===== config.mk =====
export PLATFORM = sky130hd
export DESIGN_NAME = i2c_reg_bank
export DESIGN_NICKNAME = d
export VERILOG_FILES = /design/src/rtl/i2c_reg_bank.sv
export SDC_FILE = /design/constraint.sdc
export NUM_CORES = 1
export LEC_CHECK = 0
export CAP_MARGIN = 20
export CORE_ASPECT_RATIO = 0.75
export CORE_MARGIN = 5
export CORE_UTILIZATION = 42
export CTS_CLUSTER_DIAMETER = 30
export DETAILED_ROUTE_END_ITERATION = 16
export PLACE_DENSITY_LB_ADDON = 0.08
export REMOVE_ABC_BUFFERS = 1
export SLEW_MARGIN = 15
export SYNTH_ARGS = -nofsm -noshare
export SYNTH_HDL_FRONTEND = slang
export SYNTH_SLANG_ARGS = --single-unit

===== constraint.sdc =====
create_clock -name clk -period 1.2 [get_ports clk]
set_input_delay 0.12 -clock clk [delete_from_list [all_inputs] [get_ports clk]]
set_output_delay 0.12 -clock clk [all_outputs]
set_load 0.005 [all_outputs]

===== src/rtl/i2c_reg_bank.sv =====
// Byte-wide register bank behind the I2C slave register port: per-register
// read/write, read-only (live hardware value) or write-1-to-clear status, with write strobes and irq.
module i2c_reg_bank #(
  parameter int                           NUM_REGS    = 8,
  parameter int                           ADDR_W      = 8,
  parameter int                           DATA_W      = 8,
  parameter logic [NUM_REGS-1:0]          RO_MASK     = {NUM_REGS{1'b0}},
  parameter logic [NUM_REGS-1:0]          W1C_MASK    = {NUM_REGS{1'b0}},
  parameter logic [NUM_REGS*DATA_W-1:0]   RESET_VAL   = {NUM_REGS*DATA_W{1'b0}},
  parameter int                           IRQ_EN_ADDR = NUM_REGS - 1
) (
  input  logic                         clk,
  input  logic                         rstn,
  input  logic [ADDR_W-1:0]            addr,
  input  logic [DATA_W-1:0]            dataIn,
  input  logic                         writeEn,
  output logic [DATA_W-1:0]            dataOut,
  output logic [NUM_REGS*DATA_W-1:0]   regOut,
  input  logic [NUM_REGS*DATA_W-1:0]   hwIn,
  output logic [NUM_REGS-1:0]          wrStrobe,
  output logic                         irq
);

  // Read-only wins when a register is flagged both read-only and W1C.
  localparam logic [NUM_REGS-1:0] W1C_EFF = W1C_MASK & ~RO_MASK;

  function automatic bit en_is_rw();
    bit r;
    r = 1'b0;
    for (int i = 0; i < NUM_REGS; i++) begin
      if (i == IRQ_EN_ADDR) r = !RO_MASK[i] && !W1C_MASK[i];
    end
    return r;
  endfunction

  localparam bit EN_IS_RW = en_is_rw();
  localparam int EN_IDX   = EN_IS_RW ? IRQ_EN_ADDR : 0;

  logic [DATA_W-1:0]   regs_q   [NUM_REGS];
  logic [DATA_W-1:0]   regs_d   [NUM_REGS];
  logic [DATA_W-1:0]   cur_val  [NUM_REGS];
  logic [NUM_REGS-1:0] sel;
  logic [DATA_W-1:0]   en_mask;
  logic [DATA_W-1:0]   pending;
  logic [DATA_W-1:0]   data_out_d, data_out_q;
  logic [NUM_REGS-1:0] wr_strobe_d, wr_strobe_q;
  logic                irq_d, irq_q;

  always_comb begin
    sel         = '0;
    data_out_d  = '0;
    pending     = '0;
    regOut      = '0;
    en_mask     = EN_IS_RW ? regs_q[EN_IDX] : {DATA_W{1'b1}};
    for (int i = 0; i < NUM_REGS; i++) begin
      sel[i]     = (addr == ADDR_W'(i));
      cur_val[i] = RO_MASK[i] ? hwIn[i*DATA_W +: DATA_W] : regs_q[i];
      regs_d[i]  = regs_q[i];
      if (RO_MASK[i]) begin
        regs_d[i] = regs_q[i];
      end else if (W1C_EFF[i]) begin
        // Hardware set is OR-ed in after the clear so it wins a collision.
        regs_d[i] = (regs_q[i] & ~((writeEn && sel[i]) ? dataIn : '0))
                    | hwIn[i*DATA_W +: DATA_W];
      end else if (writeEn && sel[i]) begin
        regs_d[i] = dataIn;
      end
      if (sel[i]) data_out_d = cur_val[i];
      if (W1C_EFF[i]) pending = pending | (regs_q[i] & en_mask);
      regOut[i*DATA_W +: DATA_W] = cur_val[i];
    end
    wr_strobe_d = writeEn ? sel : '0;
    irq_d       = |pending;
  end

  always_ff @(posedge clk or negedge rstn) begin
    if (!rstn) begin
      for (int i = 0; i < NUM_REGS; i++) begin
        regs_q[i] <= W1C_EFF[i] ? '0 : RESET_VAL[i*DATA_W +: DATA_W];
      end
      data_out_q  <= '0;
      wr_strobe_q <= '0;
      irq_q       <= 1'b0;
    end else begin
      for (int i = 0; i < NUM_REGS; i++) begin
        regs_q[i] <= regs_d[i];
      end
      data_out_q  <= data_out_d;
      wr_strobe_q <= wr_strobe_d;
      irq_q       <= irq_d;
    end
  end

  assign dataOut  = data_out_q;
  assign wrStrobe = wr_strobe_q;
  assign irq      = irq_q;

endmodule


==> results.toml <==
[clocking]
clk_latency_ns = 0.33
cts_root_buf = "clkbuf_16"
clock_sinks = 80
htreeDepth = 3
clk_path_buf_depth = 2
numCtsBuffers = 9
cts.clk_slew.worst_paths_ns = 0.06
cts_tree = "done"

[global_routing]
grt_pass1_wl_um = 18800
grt_pass1_vias = 3283
gr-total-overflow = 0
antenna_found_initial = 0
grt_max_degree = 32
grt_usage = 0.223

[worst_setup_path]
cp-start-kind = "primary input"
crit_fanout = 6
worstPathArrival_ns = 1.55
worstPathRequired_ns = 1.41
end_kind = "flip-flop"
worstSetupPathType = "primary input to flip-flop"

[layout]
utilization = 0.695
layout-drive-gt1-share = 0.435
final_nets = 552
final_cell_mix = "dfrtp_1 (80), dlygate4sd2_1 (80), buf_4 (74)"
antenna_cells = 0
nFillCells = 634
final_cell_area_um2 = 5930
stdcell_count = 582
area_growth_pct = 60.8

[sta]
fmax_mhz = 747
setup_violations = 38
rsz0062_at_grt = "yes"
drv_slew = 0
final.setup.worst_slack_ns = -0.138
skew_ns = 0.00523
fin_crit_ns = 1.34
min_period_over_period = 1.12
hold_viol = 0
hold_slack_ns = 0.240

[drt]
routed_wl_um = 12000
drt-initial-drc-count = 187
drtPass1Iterations = 4
vias = 3034
drc_errors = 0
ant_nets = 0
vias_per_cell = 5.21
wl_per_cell_um = 20.6

[floorplanning]
start_util = 0.432
core_um2 = 8530
die_h_um = 91.1
io_pins = 164
die-area_um2 = 10800
die_w_um = 118
rows = 29

[synth]
synth-seq-cells = 80
synth_edf_count = 0
synth_top_area_frac = 0.543
synth_cell_types = 33
yosysWarnings = 0
synthArstFlopShare = 1.00
ys_seq_area_frac = 0.543
syn_inst = 280
syn_avg_cell_area_um2 = 13.2
yosysTopAreaCell = "dfrtp_1"
synth.area.top_cells = "dfrtp_1 (54%), mux2_2 (15%), mux2_4 (6.5%)"
synth_flop_cell = "dfrtp_1"
syn_area_um2 = 3690

[power_and_ir_drop]
power_uw = 6710
power_leakage_uw = 0.00328
irDropWorstVdd_mv = 0.933
p_per_area_nw_per_um2 = 1130

[place]
dpl.cell_count = 514
routabilityCongestion = 0.827
dp_hpwl_um = 8180
port_buffers = 98
dpl_cell_area_um2 = 5080

[worst_hold_path]
min_path_type = "primary input to async pin"

[status]
violations = "setup timing"
status = "finished, violations left"

[run]
maxCapViolCount = 0
-- critical path, cell delays in order --
cell	delay (ns)
buf_6	0.09
nor3_4	0.23
nand3_4	0.15
buf_6	0.15
nor4b_4	0.28
buf_4	0.22
mux2_4	0.30
-- synth_stat cells, types with 3 or more instances --
cell type  instances
clkbuf_1           3
mux2_4            16
o211ai_1           8
a21oi_1           16
dfrtp_1           80
nand2b_1           9
nand3b_1           8
mux2i_1           16
inv_1              4
mux2_2            48
buf_2              6
nand2_1           19
o31ai_1            8
a21o_1             8
nor2_1             9
buf_1              3
-- cell type report --
class | count | area [µm²] | share of cell area
multi-input cells | 181 | 1750 | 0.295
inverters | 4 | 15.0 | 0.00253
repair buffers | 193 | 1700 | 0.287
well taps | 108 | 135 | 0.0228
clock buffers | 9 | 225 | 0.0380
flip-flops and latches | 80 | 2000 | 0.338
clock inverters | 7 | 95.1 | 0.0160
-- registers in the layout, indices dropped and copies added, names as in the netlist --
register and cells:
en_mask 8, regOut 56, dataOut 8, wrStrobe 8
-- through the flow --
stage / setup slack, ns / setup TNS (ns)
after floorplan: -0.376 / -11.47
after CTS: -0.135 / -1.79
final: -0.138 / -2.12
after global placement: -0.804 / -52.68
after detailed placement: -0.796 / -53.33
after global routing: -0.157 / -3.73
-- where the power goes --
part / switching, µW / internal (µW)
combinational: 397 / 490
sequential: 77.7 / 2800
clock: 1120 / 1830
-- cells by family after synthesis --
group,share of synthesized area
muxes,0.255
DFF,0.543
and+or+nand+nor,0.101
AOI/OAI and AO/OA,0.0706
buffers and inverters,0.0285
other,0.00102
-- worst paths after layout --
check / slack (ns) / startpoint / cells after the start / end
min in group clk: 0.37 / addr[5] / 6 / dataOut[7]
worst min register to register: 0.54 / regOut[55] / 1 / regOut[55]
worst max register to register: 0.01 / regOut[5] / 5 / dataOut[5]
worst max-delay path: -0.14 / addr[5] / 7 / regOut[21]
worst min-delay path: 0.24 / rstn / 2 / en_mask[5]
max in group asynchronous: 0.48 / rstn / 3 / regOut[17]
-- metal layers --
| metal | global-route usage | routed length, µm | vias to the layer above |
|---|---|---|---|
| li1 | - | - | 1380 |
| met1 | 0.317 | 5480 | 1548 |
| met2 | 0.344 | 5590 | 98 |
| met3 | 0.0540 | 844 | 8 |
| met4 | 0.0611 | 106 | 0 |
| met5 | 0 | 0 | - |
-- what timing repair did --
action / CTS / global route
endpoints found under the hold margin: 20 / 0
hold buffers: 1 / 0
cloned: 1 / 0
setup buffers: 53 / 3
setup endpoints to repair: 157 / 72
resized for setup: 133 / 32
pin swaps: 14 / 22
Note: power is estimated with default switching activity, not from simulation.
